$ cat src/rtl/bus_arbiter_pkg.sv
// Shared types and constants for the two-master bus arbiter.
// The optional round-robin build is selected with BUS_ARBITER_ROUND_ROBIN_EN.
package bus_arbiter_pkg;

  localparam int unsigned DefAddrWidth = 16;
  localparam int unsigned DefDataWidth = 8;

  typedef enum logic [1:0] {
    StIdle = 2'd0,
    StBusy = 2'd1,
    StDone = 2'd2
  } state_e;

  localparam logic MstM1 = 1'b0;
  localparam logic MstM2 = 1'b1;

  // Master ID to grant/done bit position: bit 0 is M1, bit 1 is M2.
  function automatic logic [1:0] mst_onehot(input logic id);
    return (id == MstM2) ? 2'b10 : 2'b01;
  endfunction

endpackage

$ cat src/rtl/bus_arbiter_arb_select.sv
// Combinational master choice: one-hot select plus valid from the request pair.
// With BUS_ARBITER_ROUND_ROBIN_EN a tie goes to the master not served last.
module bus_arbiter_arb_select
  import bus_arbiter_pkg::*;
(
  input  logic [1:0] req_i,
`ifdef BUS_ARBITER_ROUND_ROBIN_EN
  input  logic       last_i,
`endif
  output logic [1:0] sel_o,
  output logic       valid_o
);

  always_comb begin
    sel_o = 2'b00;
    case (req_i)
      2'b01:   sel_o = 2'b01;
      2'b10:   sel_o = 2'b10;
`ifdef BUS_ARBITER_ROUND_ROBIN_EN
      2'b11:   sel_o = (last_i == MstM1) ? 2'b10 : 2'b01;
`else
      2'b11:   sel_o = 2'b01;
`endif
      default: sel_o = 2'b00;
    endcase
  end

  assign valid_o = |req_i;

endmodule

$ cat src/rtl/bus_arbiter.sv
// Two-master arbiter in front of the bus address decoder; all outputs registered.
// Define BUS_ARBITER_ROUND_ROBIN_EN for round-robin contention instead of fixed M1 priority.
module bus_arbiter
  import bus_arbiter_pkg::*;
#(
  parameter int unsigned ADDR_WIDTH     = DefAddrWidth,
  parameter int unsigned DATA_WIDTH     = DefDataWidth,
  parameter int unsigned TIMEOUT_CYCLES = 64
) (
  input  logic                  clk,
  input  logic                  rst,
  input  logic                  m1_req,
  input  logic [ADDR_WIDTH-1:0] m1_addr,
  input  logic                  m1_wen,
  input  logic                  m1_ren,
  input  logic [DATA_WIDTH-1:0] m1_wdata,
  output logic                  m1_grant,
  output logic                  m1_done,
  output logic                  m1_err,
  input  logic                  m2_req,
  input  logic [ADDR_WIDTH-1:0] m2_addr,
  input  logic                  m2_wen,
  input  logic                  m2_ren,
  input  logic [DATA_WIDTH-1:0] m2_wdata,
  output logic                  m2_grant,
  output logic                  m2_done,
  output logic                  m2_err,
  output logic [ADDR_WIDTH-1:0] bus_addr,
  output logic                  bus_wen,
  output logic                  bus_ren,
  output logic [DATA_WIDTH-1:0] bus_wdata,
  input  logic                  bus_ready,
  input  logic [DATA_WIDTH-1:0] bus_rdata,
  output logic [DATA_WIDTH-1:0] m_rdata
);

  localparam int unsigned CntW = $clog2(TIMEOUT_CYCLES);
  localparam logic [CntW-1:0] CntLast = CntW'(TIMEOUT_CYCLES - 1);

  state_e                state_q, state_d;
  logic [CntW-1:0]       cnt_q, cnt_d;
  logic                  owner_q, owner_d;
  logic [1:0]            grant_q, grant_d;
  logic [1:0]            done_q, done_d;
  logic [1:0]            err_q, err_d;
  logic [ADDR_WIDTH-1:0] bus_addr_q, bus_addr_d;
  logic                  bus_wen_q, bus_wen_d;
  logic                  bus_ren_q, bus_ren_d;
  logic [DATA_WIDTH-1:0] bus_wdata_q, bus_wdata_d;
  logic [DATA_WIDTH-1:0] rdata_q, rdata_d;

  logic [1:0] sel;
  logic       sel_valid;
  logic       timeout;
  logic       pick_wen;
  logic       pick_ren;

  assign timeout = (cnt_q == CntLast);

`ifdef BUS_ARBITER_ROUND_ROBIN_EN
  logic last_q, last_d;

  always_comb begin
    last_d = last_q;
    if (state_q == StDone) last_d = owner_q;
  end

  // Resetting to M2 lets M1 win the first contention.
  always_ff @(posedge clk) begin
    if (rst) last_q <= MstM2;
    else     last_q <= last_d;
  end
`endif

  bus_arbiter_arb_select u_arb_select (
    .req_i   ({m2_req, m1_req}),
`ifdef BUS_ARBITER_ROUND_ROBIN_EN
    .last_i  (last_q),
`endif
    .sel_o   (sel),
    .valid_o (sel_valid)
  );

  assign pick_wen = sel[1] ? m2_wen : m1_wen;
  assign pick_ren = sel[1] ? m2_ren : m1_ren;

  // State register.
  always_ff @(posedge clk) begin
    if (rst) state_q <= StIdle;
    else     state_q <= state_d;
  end

  // Next-state logic.
  always_comb begin
    state_d = state_q;
    unique case (state_q)
      StIdle:  if (sel_valid) state_d = StBusy;
      StBusy:  if (bus_ready || timeout) state_d = StDone;
      StDone:  state_d = StIdle;
      default: state_d = StIdle;
    endcase
  end

  // Next values of the registered outputs and bookkeeping.
  always_comb begin
    cnt_d       = cnt_q;
    owner_d     = owner_q;
    grant_d     = grant_q;
    done_d      = done_q;
    err_d       = err_q;
    bus_addr_d  = bus_addr_q;
    bus_wen_d   = bus_wen_q;
    bus_ren_d   = bus_ren_q;
    bus_wdata_d = bus_wdata_q;
    rdata_d     = rdata_q;
    unique case (state_q)
      StIdle: begin
        cnt_d = '0;
        if (sel_valid) begin
          owner_d     = sel[1] ? MstM2 : MstM1;
          grant_d     = sel;
          bus_addr_d  = sel[1] ? m2_addr : m1_addr;
          bus_wdata_d = sel[1] ? m2_wdata : m1_wdata;
          bus_wen_d   = pick_wen;
          // A request with both strobes set is treated as a write.
          bus_ren_d   = pick_ren & ~pick_wen;
        end
      end
      StBusy: begin
        if (bus_ready) begin
          grant_d   = 2'b00;
          done_d    = mst_onehot(owner_q);
          err_d     = 2'b00;
          bus_wen_d = 1'b0;
          bus_ren_d = 1'b0;
          rdata_d   = bus_rdata;
          cnt_d     = '0;
        end else if (timeout) begin
          grant_d   = 2'b00;
          done_d    = mst_onehot(owner_q);
          err_d     = mst_onehot(owner_q);
          bus_wen_d = 1'b0;
          bus_ren_d = 1'b0;
          cnt_d     = '0;
        end else begin
          cnt_d = cnt_q + CntW'(1);
        end
      end
      StDone: begin
        done_d = 2'b00;
        err_d  = 2'b00;
        cnt_d  = '0;
      end
      default: begin
        grant_d = 2'b00;
        done_d  = 2'b00;
        err_d   = 2'b00;
        cnt_d   = '0;
      end
    endcase
  end

  always_ff @(posedge clk) begin
    if (rst) begin
      cnt_q       <= '0;
      owner_q     <= MstM1;
      grant_q     <= 2'b00;
      done_q      <= 2'b00;
      err_q       <= 2'b00;
      bus_addr_q  <= '0;
      bus_wen_q   <= 1'b0;
      bus_ren_q   <= 1'b0;
      bus_wdata_q <= '0;
      rdata_q     <= '0;
    end else begin
      cnt_q       <= cnt_d;
      owner_q     <= owner_d;
      grant_q     <= grant_d;
      done_q      <= done_d;
      err_q       <= err_d;
      bus_addr_q  <= bus_addr_d;
      bus_wen_q   <= bus_wen_d;
      bus_ren_q   <= bus_ren_d;
      bus_wdata_q <= bus_wdata_d;
      rdata_q     <= rdata_d;
    end
  end

  assign m1_grant  = grant_q[0];
  assign m2_grant  = grant_q[1];
  assign m1_done   = done_q[0];
  assign m2_done   = done_q[1];
  assign m1_err    = err_q[0];
  assign m2_err    = err_q[1];
  assign bus_addr  = bus_addr_q;
  assign bus_wen   = bus_wen_q;
  assign bus_ren   = bus_ren_q;
  assign bus_wdata = bus_wdata_q;
  assign m_rdata   = rdata_q;

endmodule
$ cat config.mk
export PLATFORM = sky130hd
export DESIGN_NAME = bus_arbiter
export DESIGN_NICKNAME = d
export VERILOG_FILES = /design/src/rtl/bus_arbiter_pkg.sv /design/src/rtl/bus_arbiter_arb_select.sv /design/src/rtl/bus_arbiter.sv
export SDC_FILE = /design/constraint.sdc
export NUM_CORES = 1
export LEC_CHECK = 0
export ABC_CLOCK_PERIOD_IN_PS = 1800
export BUFFER_PORTS_ARGS = -buffer_cell sky130_fd_sc_hd__buf_4
export CORE_UTILIZATION = 27
export DETAILED_ROUTE_END_ITERATION = 6
export PLACE_DENSITY_LB_ADDON = 0.05
export REMOVE_ABC_BUFFERS = 1
export SYNTH_ARGS = -nofsm -noshare
export SYNTH_HDL_FRONTEND = slang
export SYNTH_SLANG_ARGS = --single-unit
$ cat constraint.sdc
create_clock -name clk -period 1.8 [get_ports clk]
set_input_delay 0.36 -clock clk [delete_from_list [all_inputs] [get_ports clk]]
set_output_delay 0.36 -clock clk [all_outputs]
set_load 0.05 [all_outputs]
==> impl_metrics.json, run 1 <==
{
  "placed_area_sq_um": 3070,
  "crit_buf_inv": 0,
  "setup_violations": 0,
  "grt_pass1_wl_mm": 8.18,
  "synth_seq_cells": 49,
  "grt-busiest-layer": "met2",
  "relSlewSlack_pct": 72.9,
  "drive_above_1_share_pct": 46.5,
  "clkLatencyLatePin_ns": 0.30,
  "final_util_pct": 40.1,
  "worstPathRequired_ns": 2.05,
  "seq_area_frac_synth_pct": 43.7,
  "fmax_mhz": 664,
  "ys_types": 39,
  "fillers": 793,
  "postLayoutCellArea_sq_um": 3170,
  "gp_congestion": 0.732,
  "via_per_inst": 4.46,
  "synth.most_common_cell": "dfxtp_1",
  "startpoint_type": "flop",
  "grt_max_degree": 51,
  "wl_mm": 5.20,
  "cts_setup_buffers": 0,
  "synth_commonest_cells": "dfxtp_1, nor2_1, mux2i_1",
  "remaining_drc_errors": 0,
  "cts_resized": 0,
  "critPathKind": "reg2reg",
  "cts_buffer_depth": 2,
  "ir_drop_uv": 337,
  "synth_area_sq_um": 2240,
  "start_util_pct": 28.4,
  "synth_edf_count": 0,
  "final-seq-area_sq_um": 981,
  "slew_violations": 0,
  "r2r_cells": 5,
  "path_depth": 5,
  "ys.flop_type": "dfxtp_1",
  "rsz0062_at_grt": "false",
  "power_mw": 2.87,
  "skew_ns": 0.00637,
  "ys_async_sr_fraction_pct": 0,
  "num_rows": 32,
  "critical_path_arrival_ns": 1.75,
  "finalHoldViolations": 0,
  "grt_overflow": 0,
  "die_x_um": 93.2,
  "finalNonFillerCells": 414,
  "drt_first_pass_iters": 4,
  "worst_pin_slew_ns": 0.407,
  "multi_input_area_sq_um": 1110,
  "diodes": 0,
  "synth.avg_cell_area_sq_um": 10.8,
  "status": "finished, final reports clean",
  "via_count": 1845,
  "yosysTopAreaCellShare_pct": 43.7,
  "synth_area_leaders": "dfxtp_1, mux2i_1, a211oi_2",
  "path_clk_slew_ns": 0.09,
  "die_area_sq_um": 8680,
  "numCtsBuffers": 5,
  "critPathSlowestCell": "dfxtp_1",
  "dp_hpwl_mm": 3.79,
  "ant_nets": 0,
  "critPathCaptureType": "flop",
  "critPathMaxFanout": 3,
  "pre_cts_ws_ns": 0.303,
  "area_growth_pct": 41.2,
  "placed_cells": 406,
  "yosysTopAreaCell": "dfxtp_1",
  "cts_sinks": 49,
  "clockRootBuffer": "clkbuf_8",
  "synth_warnings": 0,
  "grt_use_met2_pct": 20.1,
  "post-route-min-period_ns": 1.51,
  "drt_iter0_drc": 37,
  "postCtsHoldBufs": 0,
  "layout.nets": 377,
  "use_met1_pct": 14.1,
  "max_cap_violations": 0,
  "htreeDepth": 2,
  "grtUsageMet3_pct": 4.72,
  "avgRoutedWirePerCell_um": 12.6,
  "leakage_nw": 1.52,
  "grt_usage_pct": 12.0,
  "fin_crit_sh_pct": 83.7,
  "antenna_found_initial": 0,
  "cts_tree": "done",
  "hold_depth": 2,
  "max_stage_delay_ns": 0.33,
  "critPathTopFamily": "simple AND/OR/NAND/NOR gates",
  "ios": 105,
  "holdCritPathClass": "in2reg",
  "syn_inst": 208,
  "finalWorstSetupSlack_ns": 0.294,
  "port_buffers": 104,
  "coreArea_sq_um": 7890,
  "powerDensity_nw_per_um2": 906,
  "grt_pass1_vias": 1767,
  "cp_cell_sequence": "ha_1 > and3_1 > a31o_1 > nor4_2 > a22o_1",
  "die_h_um": 93.2
}
## worst paths after layout
path	slack, ns	end	start
max	0.29	grant_q[1]$_SDFFE_PP0P_	cnt_q[0]$_SDFF_PP0_
min	0.28	owner_q$_SDFFE_PP0P_	m1_req
max reg2reg	0.29	grant_q[1]$_SDFFE_PP0P_	cnt_q[0]$_SDFF_PP0_
min reg2reg	0.45	cnt_q[0]$_SDFF_PP0_	cnt_q[0]$_SDFF_PP0_
## power by group
group          switching (mW)  internal, mW
clock network           0.354         0.348
logic                   0.574         0.356
registers              0.0576          1.18
total                   0.985          1.88
## state kept, by name, indices dropped and copies added, names as in the netlist
signal     flops
m_rdata        8
cnt_q          6
bus_wen        1
bus_ren        1
bus_wdata      8
done_q         2
state_q        2
bus_addr      16
grant_q        2
err_q          2
owner_q        1
## stage by stage
step           hold slack [ns]  setup TNS (ns)
3_5_place_dp             0.436               0
3_3_place_gp             0.428               0
2_1_floorplan            0.418           -1.03
5_1_grt                  0.282               0
6_report                 0.275               0
4_1_cts                  0.266               0
## logic make-up after synthesis
kind of cell,after synthesis,share of synthesized area (%)
adders and majority gates,1,0.558
xor gates and xnor gates,4,1.56
buffers and inverters,18,7.03
AOI/OAI and AO/OA,41,18.9
muxes,33,14.7
and+or+nand+nor,62,13.6
DFF,49,43.7
## cell type report
| class | count | share of cell area, % |
|---|---|---|
| clock buffer | 7 | 3.04 |
| clock inverter | 1 | 0.158 |
| inverter | 5 | 0.593 |
| multi-input combinational | 141 | 35.0 |
| sequential | 49 | 31.0 |
| tap | 102 | 4.03 |
| timing repair buffer | 109 | 26.2 |
## metal layers
layer | part of all wire (%) | wire [um] | vias to the layer above
met3 | 10 | 530 | 6
li1 | - | - | 943
met2 | 44 | 2270 | 75
met1 | 45 | 2350 | 821
met5 | 0 | 0 | -
met4 | 0.87 | 45 | 0
## cells in the final DEF, fill, tap and decap left out, types with 2 or more instances in the layout
| cell | instances |
|---|---|
| buf_4 | 108 |
| dfxtp_1 | 49 |
| nor2_1 | 42 |
| mux2i_1 | 33 |
| a211oi_2 | 20 |
| clkbuf_8 | 7 |
| inv_1 | 5 |
| a211oi_1 | 5 |
| nand2_1 | 4 |
| a32o_1 | 4 |
| nand2b_1 | 3 |
| xnor2_1 | 3 |
| nand2b_4 | 2 |
| nand3_1 | 2 |
| o32ai_1 | 2 |
| a31oi_1 | 2 |
(Power assumes the default switching activity.)
==> run 2, diff against run 1 <==
ABC_AREA = 1   (was not set)
ABC_CLOCK_PERIOD_IN_PS = 1200   (was 1800)
clock period = 1.2 ns   (was 1.8 ns; I/O delays follow)
==> run 2 against run 1 <==
The run now ends with negative setup slack left; total power rose by 64%; clock power rose by 78%; die area fell by 1.6%; critical path type unchanged; sequential power rose by 49%; fmax rose by 23%; utilization rose by 4.4 points; count of clock-buffer cells in the layout did not move; largest cell class unchanged.
==> impl_metrics.json, run 2 <==
{
  "status": "finished, violations left",
  "violations": "negative setup slack",
  "grt_pass1_vias": 2131,
  "die_area_sq_um": 8530,
  "diodes": 0,
  "max_cap_violations": 0,
  "avgRoutedWirePerCell_um": 13.1,
  "r2r_slack_ns": -0.03,
  "relSlewSlack_pct": 79.7,
  "critPathMaxFanout": 4,
  "fin_crit_sh_pct": 102,
  "layout.nets": 447,
  "cts_sinks": 49,
  "pre_cts_ws_ns": -0.108,
  "ys.flop_type": "dfxtp_1",
  "drt_iter0_drc": 28,
  "grt_overflow": 0,
  "startpoint_type": "flop",
  "largest_register_ffs": 16,
  "ir_drop_uv": 581,
  "synth.most_common_cell": "nand2_1",
  "ys_types": 27,
  "finalHoldViolations": 0,
  "ant_nets": 0,
  "grt_max_degree": 29,
  "ios": 105,
  "via_count": 2184,
  "synth_seq_cells": 49,
  "fmax_mhz": 816,
  "clockRootBuffer": "clkbuf_8",
  "finalWorstSetupSlack_ns": -0.0251,
  "drt_first_pass_iters": 3,
  "r2r_cells": 8,
  "placed_cells": 471,
  "num_rows": 32,
  "r2r_end": "err_q[1]$_SDFFE_PP0P_",
  "layout_common_cells": "buf_4, nand2_1, dfxtp_1",
  "drive_above_1_share_pct": 53.1,
  "postLayoutCellArea_sq_um": 3480,
  "grt_use_met2_pct": 24.8,
  "use_met1_pct": 17.3,
  "grt_pass1_wl_mm": 9.98,
  "path_clk_slew_ns": 0.10,
  "rsz0062_at_grt": "true",
  "critical_path_arrival_ns": 1.46,
  "skew_ns": 0.00834,
  "yosysTopAreaCellShare_pct": 44.5,
  "htreeDepth": 2,
  "grt-busiest-layer": "met2",
  "dp_hpwl_mm": 4.29,
  "post-route-min-period_ns": 1.23,
  "cts_tree": "done",
  "worstSetupEndpoint": "err_q[1]$_SDFFE_PP0P_",
  "holdCritPathClass": "in2reg",
  "syn_inst": 262,
  "synth_commonest_cells": "nand2_1, dfxtp_1, a21oi_2",
  "finalNonFillerCells": 484,
  "crit_path_start": "cnt_q[0]$_SDFF_PP0_",
  "critPathKind": "reg2reg",
  "antenna_found_initial": 0,
  "critPathCaptureType": "flop",
  "synth_area_sq_um": 2210,
  "slew_violations": 0,
  "grt_usage_pct": 14.7,
  "start_util_pct": 28.3,
  "coreArea_sq_um": 7810,
  "via_per_inst": 4.51,
  "reg2reg_from": "cnt_q[0]$_SDFF_PP0_",
  "remaining_drc_errors": 0,
  "ys_async_sr_fraction_pct": 0,
  "numCtsBuffers": 5,
  "seq_area_frac_synth_pct": 44.5,
  "clkLatencyLatePin_ns": 0.30,
  "yosysTopAreaCell": "dfxtp_1",
  "area_growth_pct": 57.7,
  "port_buffers": 104,
  "postCtsHoldBufs": 0,
  "final_util_pct": 44.6,
  "cts_buffer_depth": 2,
  "worstPathRequired_ns": 1.44,
  "worstHoldStart": "m1_wdata[5]",
  "worst_pin_slew_ns": 0.304,
  "gp_congestion": 0.658,
  "die_x_um": 92.4,
  "die_h_um": 92.4,
  "synth_area_leaders": "dfxtp_1, a21oi_2, nand2_1",
  "powerDensity_nw_per_um2": 1350,
  "synth_edf_count": 0,
  "synth.avg_cell_area_sq_um": 8.42,
  "leakage_nw": 1.54,
  "setup_violations": 6,
  "synth_warnings": 0,
  "mostFrequentLayoutCell": "buf_4",
  "power_mw": 4.70,
  "wl_mm": 6.33,
  "placed_area_sq_um": 3170,
  "grtUsageMet3_pct": 5.58
}
==> run 2: cell types whose count changed after synthesis, sizes merged, moves of 4 or more <==
cell	change
nand2	+54
nand2b	-6
nor2	-30
mux2i	-33
a211oi	-25
a21oi	+62
nand3	+12
inv	+7
o21ai	+26
a32o	-4
==> run 2: timing repair <==
action	in CTS	in global routing
buffers inserted	2	2
cloned	0	1
endpoints found under the setup margin	33	46
gates resized for setup	14	21
pin swaps	6	9
==> run 2: report_power, final <==
| part | switching [mW] | internal, mW |
|---|---|---|
| clock network | 0.568 | 0.681 |
| registers | 0.0795 | 1.77 |
| logic | 0.996 | 0.600 |
| total | 1.64 | 3.05 |
==> run 2: layout make-up <==
class / instances / area (sq um)
well taps: 102 / 128
multi-input cells: 186 / 1190
inverters: 12 / 50.0
fillers: 818 / 4330
flip-flops and latches: 49 / 988
clock buffers: 7 / 86.3
clock inverters: 1 / 30.0
repair buffers: 127 / 1010
==> run 2: kinds of logic after synthesis <==
group	Yosys count	synth area share, %
flops	49	44.5
compound gates	92	28.0
fa+ha+maj	1	0.567
buf+inv	27	7.66
simple gates	90	18.1
xor+xnor	3	1.19
==> run 2: stage by stage <==
| step | setup TNS (ns) | hold WS, ns |
|---|---|---|
| after global placement | -2.17 | 0.452 |
| after detailed placement | -2.45 | 0.455 |
| after floorplan | -19.46 | 0.302 |
| after global routing | -0.791 | 0.177 |
| final | -0.0795 | 0.180 |
| after CTS | -0.129 | 0.168 |
==> run 2: worst min-delay path by stage <==
stage	end	cells past startpoint
finish	bus_wdata[5]$_SDFFE_PP0P_	3
global route	bus_wdata[6]$_SDFFE_PP0P_	3
CTS	bus_wdata[5]$_SDFFE_PP0P_	3
detailed placement	m_rdata[4]$_SDFFE_PP0P_	2
global placement	m_rdata[2]$_SDFFE_PP0P_	2
floorplan	owner_q$_SDFFE_PP0P_	1
==> run 2: routing by layer <==
| metal | part of all wire [%] | vias to the layer above |
|---|---|---|
| met4 | 1.1 | 0 |
| met3 | 8.3 | 7 |
| met2 | 48 | 66 |
| met1 | 43 | 993 |
| li1 | - | 1118 |
| met5 | 0 | - |
==> run 2: worst max-delay path, cell delays in order (launching register included) <==
cell	delay, ns
dfxtp_2	0.36
ha_4	0.15
nand2_4	0.05
nor2_4	0.11
nand2_4	0.09
nand2_4	0.08
buf_6	0.11
nand4_1	0.06
a21oi_1	0.14
